<file path="src/rtl/seq_scan_ctrl.sv">
// Sequences a serial 3-bit overlapping Mealy pattern detector over WIDTH-bit words,
// shifting each word MSB-first and returning a hit count plus a per-bit hit map.
module seq_scan_ctrl #(
  parameter int WIDTH = 8,
  parameter int CNT_W = 4
) (
  input  logic             clk,
  input  logic             reset,
  input  logic             in_valid,
  output logic             in_ready,
  input  logic [WIDTH-1:0] in_data,
  input  logic [2:0]       in_pattern,
  output logic             ser_bit,
  output logic             ser_valid,
  output logic             match,
  output logic             out_valid,
  input  logic             out_ready,
  output logic [CNT_W-1:0] hit_count,
  output logic [WIDTH-1:0] hit_map
);

  localparam int KW = $clog2(WIDTH);
  localparam logic [KW-1:0]    K_LAST  = KW'(WIDTH - 1);
  localparam logic [KW-1:0]    K_FIRST = KW'(2);
  localparam logic [WIDTH-1:0] MSB_ONE = {1'b1, {(WIDTH-1){1'b0}}};

  typedef enum logic [1:0] {
    IDLE  = 2'b00,
    SHIFT = 2'b01,
    DONE  = 2'b10
  } state_e;

  state_e           state_q, state_d;
  logic [WIDTH-1:0] shreg_q, shreg_d;
  logic [WIDTH-1:0] map_q, map_d;
  logic [2:0]       pat_q, pat_d;
  logic [1:0]       hist_q, hist_d;
  logic [KW-1:0]    k_q, k_d;
  logic [CNT_W-1:0] cnt_q, cnt_d;

  always_comb begin
    state_d   = state_q;
    shreg_d   = shreg_q;
    pat_d     = pat_q;
    hist_d    = hist_q;
    k_d       = k_q;
    cnt_d     = cnt_q;
    map_d     = map_q;
    in_ready  = 1'b0;
    ser_valid = 1'b0;
    match     = 1'b0;
    out_valid = 1'b0;
    ser_bit   = shreg_q[WIDTH-1];

    case (state_q)
      IDLE: begin
        in_ready = 1'b1;
        if (in_valid) begin
          shreg_d = in_data;
          pat_d   = in_pattern;
          hist_d  = '0;
          k_d     = '0;
          cnt_d   = '0;
          map_d   = '0;
          state_d = SHIFT;
        end
      end
      SHIFT: begin
        ser_valid = 1'b1;
        // History is cleared per word, so the first two bits can never complete a hit.
        match   = (k_q >= K_FIRST) && ({hist_q, ser_bit} == pat_q);
        hist_d  = {hist_q[0], ser_bit};
        shreg_d = {shreg_q[WIDTH-2:0], 1'b0};
        k_d     = k_q + 1'b1;
        if (match) begin
          cnt_d = cnt_q + 1'b1;
          map_d = map_q | (MSB_ONE >> k_q);
        end
        if (k_q == K_LAST) state_d = DONE;
      end
      DONE: begin
        out_valid = 1'b1;
        if (out_ready) state_d = IDLE;
      end
      default: state_d = IDLE;
    endcase
  end

  always_ff @(posedge clk) begin
    if (reset) begin
      state_q <= IDLE;
      hist_q  <= '0;
      k_q     <= '0;
      cnt_q   <= '0;
      map_q   <= '0;
    end else begin
      state_q <= state_d;
      hist_q  <= hist_d;
      k_q     <= k_d;
      cnt_q   <= cnt_d;
      map_q   <= map_d;
    end
  end

  // Word and pattern are pure data; they are always reloaded before use.
  always_ff @(posedge clk) begin
    shreg_q <= shreg_d;
    pat_q   <= pat_d;
  end

  assign hit_count = cnt_q;
  assign hit_map   = map_q;

endmodule

</file>
<file path="config.mk">
export PLATFORM = sky130hd
export DESIGN_NAME = seq_scan_ctrl
export DESIGN_NICKNAME = d
export VERILOG_FILES = /design/src/rtl/seq_scan_ctrl.sv
export SDC_FILE = /design/constraint.sdc
export NUM_CORES = 1
export LEC_CHECK = 0
export ABC_CLOCK_PERIOD_IN_PS = 2000
export CORE_MARGIN = 2
export CORE_UTILIZATION = 30
export CTS_CLUSTER_SIZE = 30
export DETAILED_ROUTE_END_ITERATION = 8
export GPL_TIMING_DRIVEN = 1
export HOLD_SLACK_MARGIN = 0.08
export SLEW_MARGIN = 20
export SYNTH_ARGS = -nofsm -noshare
export SYNTH_HDL_FRONTEND = slang
export SYNTH_SLANG_ARGS = --single-unit
export TNS_END_PERCENT = 100
</file>
<file path="constraint.sdc">
create_clock -name clk -period 2 [get_ports clk]
set_input_delay 0.4 -clock clk [delete_from_list [all_inputs] [get_ports clk]]
set_output_delay 0.4 -clock clk [all_outputs]
set_load 0.005 [all_outputs]
</file>
Word level (Yosys, flattened, before mapping)
Index checks and enable logic that the tools add are counted.
Word-level totals
  register bits after elaboration: 30
  latch bits: 0
  bits in writable memories: 0
  ROM bits: 0
  output and inout port bits: 17
  logic and storage cells: 47
  memories kept: 0
Cells by class
  add/subtract/negate cells: 2
  multipliers: 0
  div/mod/pow operators: 0
  order comparisons: 1
  equality and inequality tests: 8
  shift operators: 1
  muxes and demuxes: 20
  bitwise gates (word level): 1
  reductions and logical operators: 7
Operator list (number)
  $pmux W8 S2: 2
  $mux W8: 3
  $mux W2: 4
  $mux W4: 2
  $ne A2 B2 Y1 const B: 4
  $or A8 B8 Y8: 1
  $pmux W4 S2: 1
  $shr A8 B3 Y8 const A: 1
  $pmux W2 S3: 1
  $pmux W3 S2: 1
  $reduce_and A3 Y1: 2
  $add A4 B1 Y4 const B: 1
  $mux W1: 4
  $pmux W2 S2: 1
  $reduce_and A2 Y1: 2
  $add A3 B1 Y3 const B: 1
  $eq A3 B3 Y1: 1
  $eq A3 B3 Y1 const B: 1
  $ge A3 B2 Y1 const B: 1
  $mux W3: 1
  $eq A2 B1 Y1 const B: 1
  $eq A2 B2 Y1 const B: 1
  $logic_not A2 Y1: 1
  $reduce_bool A2 Y1: 1
  $logic_and A1 B1 Y1: 1

Depth between registers and ports, before layout
Gate-level depths: netlist of run 1.
  depth in word-level cells: 4
  depth in mapped cells: 6
  depth with buffers taken out: 5

Worst setup path after synthesis of run 1
No wires, ideal clock.
  path type: flip-flop to output port
  start point: register k_q[0]
  end point: output match
  data arrival time: 1.408 ns
  slack: 0.192 ns
  stages on the path, launching flop included: 7
  buffers on the path: 1
  cells stage by stage: dfxtp_1 > inv_1 > ha_1 > o311ai_2 > or2_1 > buf_2 > inv_1
Between the ends
  word-level cells in the longest chain between the ends: 3
Ends and longest elaborated chain
  start: declaration: RTL line 38  | logic [KW-1:0] k_q, k_d;
  start signal: assignment: RTL line 99  | k_q <= k_d;
  $ge A3 B2 Y1: RTL line 71  | match = (k_q >= K_FIRST) && ({hist_q, ser_bit} == pat_q);
  $logic_and A1 B1 Y1: RTL line 71
  $mux W1: RTL line 55  | case (state_q)
  end: declaration: RTL line 15  | output logic match,
Every way passes these cells.

Worst setup path after layout of run 1
  start point: register state_q[1]
  end point: output ser_valid
Between the ends
  word-level cells in the longest chain between the ends: 2
Ends and longest elaborated chain
  start: declaration: RTL line 33  | state_e state_q, state_d;
  start signal: assignment: RTL line 97  | state_q <= state_d;
  $eq A2 B1 Y1: RTL line 55
  $mux W1: RTL line 55
  end: declaration: RTL line 14  | output logic ser_valid,
Every way passes these cells.

==> impl_summary.log, run 1 <==
INFO  metric outcome = complete, no violations
INFO  metric cp.required = 1.60 ns
INFO  metric syn_area_per_cell = approximately 9.6 um^2
INFO  metric wirelength = between 2 and 3 mm
INFO  metric via_count = ~1,100
INFO  metric synth_area_leader_cell = sky130_fd_sc_hd__dfxtp_1
INFO  metric drt_first_iter_violations = 49
INFO  metric row_count = 24
INFO  metric yosys_warnings = 0
INFO  metric clk-insertion-delay-late = between 0.2 and 0.3 ns
INFO  metric postPlaceCellArea = 1760 um^2
INFO  metric p_total = 1.42 mW
INFO  metric crit_fanout = 12
INFO  metric antenna_found_initial = 0
INFO  metric worst-slew-pin-transition = a little over 0.7 ns
INFO  metric drc_errors = 0
INFO  metric share_of_the_cycle_needed_by_the_critical_path_after_routing = 0.952
INFO  metric synth_top_flop_cell = sky130_fd_sc_hd__dfxtp_1
INFO  metric filler_cells_inserted = 438
INFO  metric worst_case_clock_buffer_depth = 2
INFO  metric routabilityCongestion = 0.748
INFO  metric regToRegSetupSlack = 0.38 ns
INFO  metric wire_per_inst = 11.4 um
INFO  metric synth-seq-cells = 30
INFO  metric pre_cts_ws = -0.402 ns
INFO  metric avgViaCountPerCell = ~4.5
INFO  metric fp.dieH = 70.7 um
INFO  metric max-vdd-ir-drop = 0.365 mV
INFO  metric worstHoldPathType = register to register
INFO  metric cts_max_level = 2
INFO  metric grt_first_pass_wirelength = between 4 and 5 mm
INFO  metric num_antenna_cells = 0
INFO  metric grt.total_usage = 0.114
INFO  metric clock_skew = ~0.0044 ns
INFO  metric ios = 32
INFO  metric initial_core_utilization = 0.309
INFO  metric ctsRootBufferMaster = sky130_fd_sc_hd__clkbuf_8
INFO  metric finalInstanceArea = 1920 um^2
INFO  metric fp.dieArea = 5000 um^2
INFO  metric synthArstFlopShare = 0
INFO  metric final_core_util = 0.443
INFO  metric synth_area_leaders = sky130_fd_sc_hd__dfxtp_1, sky130_fd_sc_hd__edfxtp_1, sky130_fd_sc_hd__nand2_1, sky130_fd_sc_hd__ha_1, sky130_fd_sc_hd__nor2_1
INFO  metric tritoncts_num_sinks = 30
INFO  metric synth_enable_flop_cells = 11
INFO  metric p_leak = 0.747 nW
INFO  metric rsz0062_at_grt = no
INFO  metric via_count_of_the_first_global_routing_pass = 984
INFO  metric post_synth_inst_count = 139
INFO  metric timing_max_transition_violations_final = 0
INFO  metric grt_remaining_overflow = 0
INFO  metric synth_cell_type_count = 31
INFO  metric detailedRoute.firstPassIterationCount = 4
INFO  metric coreArea = 4320 um^2
INFO  metric p_per_area = 741 nW/um^2
INFO  metric yosys_top_cell_area_share = 0.285
INFO  metric critical_path.startpoint_type = register
INFO  metric drive_above_1_share = 0.175
INFO  metric areaGrowthSynthToFinish = 43.5%
INFO  metric die_width = 70.7 um
INFO  metric hpwlAfterDp = 2.05 mm
INFO  metric path_clk_slew = around 0.06 ns
INFO  metric timing.critical_path.arrival = 1.50 ns
INFO  metric synth.net_count = 161
INFO  metric cts_buffers = 5
INFO  metric fin_nets = 204
INFO  metric placement.io_buffers = 31
INFO  metric worst_slack = just under 0.1 ns
INFO  metric drv.max_cap_violation_count = 0
INFO  metric path_class = register to output port
INFO  metric critical_path_end_type = output port
INFO  metric timing.final.hold_violations = 0
INFO  metric min_period = 1.90 ns
INFO  metric relative_max_transition_margin = 0.528
INFO  metric postRouteAntennaNets = 0
INFO  metric worst_hold_slack_across_all_endpoints = 0.443 ns
INFO  metric grt_start_max_net_pins = 22
INFO  metric hold_fix_buffers_cts = 0
INFO  metric clock.fmax = ~0.53 GHz
INFO  metric cts_tree = built
INFO  metric synth_sequential_area_ratio = 0.532
INFO  metric timing.final.setup_violations = 0
INFO  metric synth_area = 1340 um^2
metrics by stage:
| step | setup TNS [ns] | std cells |
|---|---|---|
| 2_1_floorplan | 0 | 139 |
| 3_3_place_gp | -2.34 | 226 |
| 3_5_place_dp | -2.96 | 226 |
| 4_1_cts | -0.0148 | 234 |
| 5_1_grt | 0 | 235 |
| 6_report | 0 | 235 |
kinds of logic (layout without fill, tap and decap cells):
family / Yosys count / count (layout) / synth area share
AND/OR/NAND/NOR: 62 / 62 / 0.216
adder cells (fa/ha/maj): 7 / 7 / 0.0656
buffers and inverters: 14 / 58 / 0.0422
flip-flops: 30 / 30 / 0.532
AO/OA/AOI/OAI: 23 / 23 / 0.119
XOR/XNOR: 3 / 3 / 0.0253
sequential cells by signal (all words and copies together) (netlist names):
name / flops
hist_q: 2
hit_count: 4
hit_map: 8
k_q: 3
pat_q: 3
shreg_q: 8
state_q: 2
synth_stat cells (2+ instances only):
| library cell | n |
|---|---|
| sky130_fd_sc_hd__nor2_1 | 13 |
| sky130_fd_sc_hd__a21oi_1 | 2 |
| sky130_fd_sc_hd__o21ai_1 | 9 |
| sky130_fd_sc_hd__o211ai_1 | 2 |
| sky130_fd_sc_hd__nand2_1 | 33 |
| sky130_fd_sc_hd__clkbuf_1 | 4 |
| sky130_fd_sc_hd__buf_2 | 2 |
| sky130_fd_sc_hd__ha_1 | 7 |
| sky130_fd_sc_hd__edfxtp_1 | 11 |
| sky130_fd_sc_hd__dfxtp_1 | 19 |
| sky130_fd_sc_hd__xnor2_1 | 2 |
| sky130_fd_sc_hd__inv_1 | 7 |
| sky130_fd_sc_hd__a22oi_1 | 4 |
| sky130_fd_sc_hd__nand3_1 | 7 |
routing by layer:
metal | wire length [um] | track usage | share of wire | vias up
li1 | - | - | - | 555
met1 | 1210 | 0.138 | 0.45 | 460
met2 | 1260 | 0.182 | 0.47 | 29
met3 | 163 | 0.0399 | 0.061 | 6
met4 | 46 | 0.0503 | 0.017 | 0
met5 | 0 | 0 | 0 | -
timing repair:
item,in CTS,in global routing
endpoints found under the setup margin,4,2
buffers inserted,0,1
pin swaps,2,3
cloned,0,0
gates resized for setup,5,7
cell usage in the layout (no fill, tap or decap), types with 2 or more instances in the layout:
cell / synthesis / routed
sky130_fd_sc_hd__nand2_1: 33 / 33
sky130_fd_sc_hd__clkdlybuf4s50_1: 0 / 30
sky130_fd_sc_hd__dfxtp_1: 19 / 17
sky130_fd_sc_hd__nor2_1: 13 / 12
sky130_fd_sc_hd__edfxtp_1: 11 / 11
sky130_fd_sc_hd__buf_4: 0 / 10
sky130_fd_sc_hd__o21ai_1: 9 / 9
sky130_fd_sc_hd__inv_1: 7 / 7
sky130_fd_sc_hd__nand3_1: 7 / 7
sky130_fd_sc_hd__ha_1: 7 / 6
sky130_fd_sc_hd__clkbuf_8: 0 / 5
sky130_fd_sc_hd__a22oi_1: 4 / 4
sky130_fd_sc_hd__xnor2_2: 1 / 3
sky130_fd_sc_hd__a21oi_1: 2 / 2
sky130_fd_sc_hd__o211ai_1: 2 / 2
sky130_fd_sc_hd__clkbuf_1: 4 / 2
sky130_fd_sc_hd__dfxtp_2: 0 / 2
where the power goes:
part	total, mW	internal [mW]	switching [mW]
Clock	0.580	0.372	0.208
Combinational	0.158	0.0817	0.0760
Sequential	0.683	0.667	0.0156
Total	1.42	1.12	0.299
layout make-up:
| class | count | area, um^2 | share of cell area |
|---|---|---|---|
| inverters | 8 | 31.3 | 0.0163 |
| repair buffers | 42 | 392 | 0.204 |
| clock inverters | 1 | 30.0 | 0.0157 |
| multi-input cells | 95 | 608 | 0.317 |
| clock buffers | 7 | 76.3 | 0.0398 |
| well taps | 52 | 65.1 | 0.0340 |
| flip-flops and latches | 30 | 713 | 0.372 |
final timing paths:
| check | startpoint | endpoint | cells after the start |
|---|---|---|---|
| worst max-delay path | state_q[1]$_SDFFE_PP0P_ | ser_valid | 4 |
| worst min-delay path | hit_map[1]$_SDFFE_PP0P_ | hit_map[1]$_SDFFE_PP0P_ | 2 |
| worst min register to register | hit_map[1]$_SDFFE_PP0P_ | hit_map[1]$_SDFFE_PP0P_ | 2 |
| worst max register to register | shreg_q[7]$_DFFE_PP_ | hit_count[3]$_SDFFE_PP0P_ | 5 |
critical path: stages (launching register included):
cell                              delay, ns
sky130_fd_sc_hd__dfxtp_2               0.34
sky130_fd_sc_hd__nand2b_4              0.15
sky130_fd_sc_hd__clkinv_2              0.07
sky130_fd_sc_hd__buf_6                 0.15
sky130_fd_sc_hd__clkdlybuf4s50_1       0.51
(Power assumes the default switching activity.)
==> run 2: changes to the inputs <==
--- a/config.mk
+++ b/config.mk
@@ -6,7 +6,6 @@
 export NUM_CORES = 1
 export LEC_CHECK = 0
 export ABC_CLOCK_PERIOD_IN_PS = 2000
-export CORE_MARGIN = 2
 export CORE_UTILIZATION = 30
 export CTS_CLUSTER_SIZE = 30
 export DETAILED_ROUTE_END_ITERATION = 8
==> run 2 against run 1 <==
Against the previous run: global-route usage increased by 2.0 points; clock-buffer cell count decreased by 1; fmax decreased by 0.46%; first-iteration DRC count decreased by 10%; largest power group unchanged; cell count decreased by 1.3%; total power decreased by 0.11%; highest routed layer unchanged; non-clock buffer count decreased by 1; setup slack got worse by 0.0088 ns; utilization increased by 1.7 points; combinational power about the same.
==> impl_summary.log, run 2 (same netlist as run 1, synthesis figures left out) <==
INFO  metric detailedRoute.firstPassIterationCount = 3
INFO  metric min_period = roughly 1.9 ns
INFO  metric cp.required = approximately 1.6 ns
INFO  metric share_of_the_cycle_needed_by_the_critical_path_after_routing = 0.956
INFO  metric layout_common_cells = sky130_fd_sc_hd__nand2_1, sky130_fd_sc_hd__clkdlybuf4s50_1, sky130_fd_sc_hd__dfxtp_1
INFO  metric tritoncts_num_sinks = 30
INFO  metric avgViaCountPerCell = 4.52
INFO  metric worst-slew-pin-transition = 0.709 ns
INFO  metric worst_case_clock_buffer_depth = 2
INFO  metric grt_first_pass_wirelength = 4.55 mm
INFO  metric worst_hold_path.endpoint = hit_map[2]$_SDFFE_PP0P_
INFO  metric cts_buffers = 5
INFO  metric hpwlAfterDp = 2.00 mm
INFO  metric ios = 32
INFO  metric fp.dieArea = 4720 um^2
INFO  metric p_leak = 0.742 nW
INFO  metric placement.io_buffers = 31
INFO  metric p_per_area = 745 nW/um^2
INFO  metric worst_slack = 0.0873 ns
INFO  metric fin_nets = between 200 and 250
INFO  metric timing_max_transition_violations_final = 0
INFO  metric grt_remaining_overflow = 0
INFO  metric timing.hold.worst.start = hit_map[2]$_SDFFE_PP0P_
INFO  metric postRouteAntennaNets = 0
INFO  metric outcome = complete, no violations
INFO  metric ctsRootBufferMaster = sky130_fd_sc_hd__clkbuf_8
INFO  metric grt_start_max_net_pins = 22
INFO  metric worstHoldPathType = register to register
INFO  metric row_count = 23
INFO  metric clock.fmax = 0.523 GHz
INFO  metric num_antenna_cells = 0
INFO  metric wire_per_inst = 11.3 um
INFO  metric drc_errors = 0
INFO  metric whs_path_depth = 2
INFO  metric timing.critical_path.arrival = between 1.5 and 2 ns
INFO  metric regToRegStartpoint = shreg_q[7]$_DFFE_PP_
INFO  metric postCtsSetupRepairBufs = 0
INFO  metric relative_max_transition_margin = 0.527
INFO  metric coreArea = 4140 um^2
INFO  metric wirelength = 2.61 mm
INFO  metric fp.dieH = just under 70 um
INFO  metric slowest_stage = sky130_fd_sc_hd__clkdlybuf4s50_1
INFO  metric clock_skew = 0.00703 ns
INFO  metric via_count = 1,049
INFO  metric pre_cts_ws = -0.353 ns
INFO  metric die_width = between 60 and 70 um
INFO  metric timing.final.setup_violations = 0
INFO  metric fin_tns_setup = 0 ns
INFO  metric rsz0062_at_grt = no
INFO  metric path_class = register to output port
INFO  metric critical_path_end_type = output port
INFO  metric via_count_of_the_first_global_routing_pass = roughly 1,000
INFO  metric areaGrowthSynthToFinish = 42.6%
INFO  metric drt_first_iter_violations = 44
INFO  metric drv.max_cap_violation_count = 0
INFO  metric path_clk_slew = 0.06 ns
INFO  metric crit_fanout = 12
INFO  metric critical_path.startpoint_type = register
INFO  metric worst_path_largest_cell_delay = 0.45 ns
INFO  metric cts_tree = built
INFO  metric initial_core_utilization = 0.322
INFO  metric path_cells = nand2b_4, clkinv_2, buf_6, clkdlybuf4s50_1
INFO  metric regToRegSetupSlack = approximately 0.4 ns
INFO  metric cts_max_level = 2
INFO  metric hold_fix_buffers_cts = 0
INFO  metric reg_to_reg_critical_path_endpoint = hit_count[3]$_SDFFE_PP0P_
INFO  metric timing.final.hold_violations = 0
INFO  metric drive_above_1_share = 0.170
INFO  metric routabilityCongestion = 0.830
INFO  metric clk-insertion-delay-late = 0.28 ns
INFO  metric r2r_cell_count = 5
INFO  metric grt.total_usage = 0.134
INFO  metric max-vdd-ir-drop = 0.325 mV
INFO  metric most_common_library_cell_in_the_layout_ignoring_fill_and_taps = sky130_fd_sc_hd__nand2_1
INFO  metric antenna_found_initial = 0
==> run 2: changes by cell type in the layout (fill, tap and decap cells not counted) <==
cell | previous run | this run
sky130_fd_sc_hd__clkbuf_1 | 2 | 1
sky130_fd_sc_hd__clkinv_1 | 0 | 1
sky130_fd_sc_hd__buf_4 | 10 | 9
sky130_fd_sc_hd__inv_1 | 7 | 6
sky130_fd_sc_hd__inv_2 | 0 | 1
sky130_fd_sc_hd__dfxtp_2 | 2 | 1
sky130_fd_sc_hd__dfxtp_1 | 17 | 18
==> run 2: per-stage QoR <==
stage                     hold slack [ns]   util  area [um^2]  power (mW)  instances
after floorplan                     0.432      -         1340       0.767        139
after global placement              0.435  0.424         1760       0.837        224
after detailed placement            0.439  0.424         1760       0.841        224
after CTS                           0.447  0.454         1880        1.43        232
after global routing                0.468  0.460         1900        1.48        232
final                               0.444  0.460         1900        1.42        232
==> run 2: worst max path at each step <==
stage / startpoint / to / slack (ns) / depth (start not counted)
floorplan: k_q[0]$_SDFFE_PP0P_ / match / 0.19 / 6
global placement: in_valid / hit_count[2]$_SDFFE_PP0P_ / -0.32 / 5
detailed placement: in_valid / hit_count[2]$_SDFFE_PP0P_ / -0.35 / 5
CTS: k_q[0]$_SDFFE_PP0P_ / match / -0.02 / 6
global route: state_q[1]$_SDFFE_PP0P_ / ser_valid / 0.02 / 4
finish: state_q[1]$_SDFFE_PP0P_ / ser_valid / 0.09 / 4
==> run 2: critical path, delay by kind of cell, from the launching register on <==
family | cells | cell delay, ns
buffers and inverters | 3 | 0.68
DFF | 1 | 0.39
and+or+nand+nor | 1 | 0.17
==> run 2: timing repair <==
action	CTS	global route
pin swaps	2	3
gates resized for setup	5	7
endpoints found under the setup margin	4	2
==> run 2: report_power, final <==
group / switching, mW / internal (mW)
Sequential: 0.0156 / 0.667
Clock: 0.213 / 0.367
Combinational: 0.0760 / 0.0794
==> run 2: area by class of cell <==
cell class / count / area (um^2)
clock inverter: 2 / 33.8
timing repair buffer: 41 / 384
multi-input combinational: 95 / 608
tap: 50 / 62.6
inverter: 8 / 31.3
sequential: 30 / 712
fill: 414 / 2240
clock buffer: 6 / 72.6
==> run 2: layer usage <==
layer / routed length [um] / part of all wire / GRT usage
met4: 48 / 0.018 / 0.0612
met5: 0 / 0 / 0
met3: 133 / 0.051 / 0.0395
met1: 1230 / 0.47 / 0.155
met2: 1200 / 0.46 / 0.225
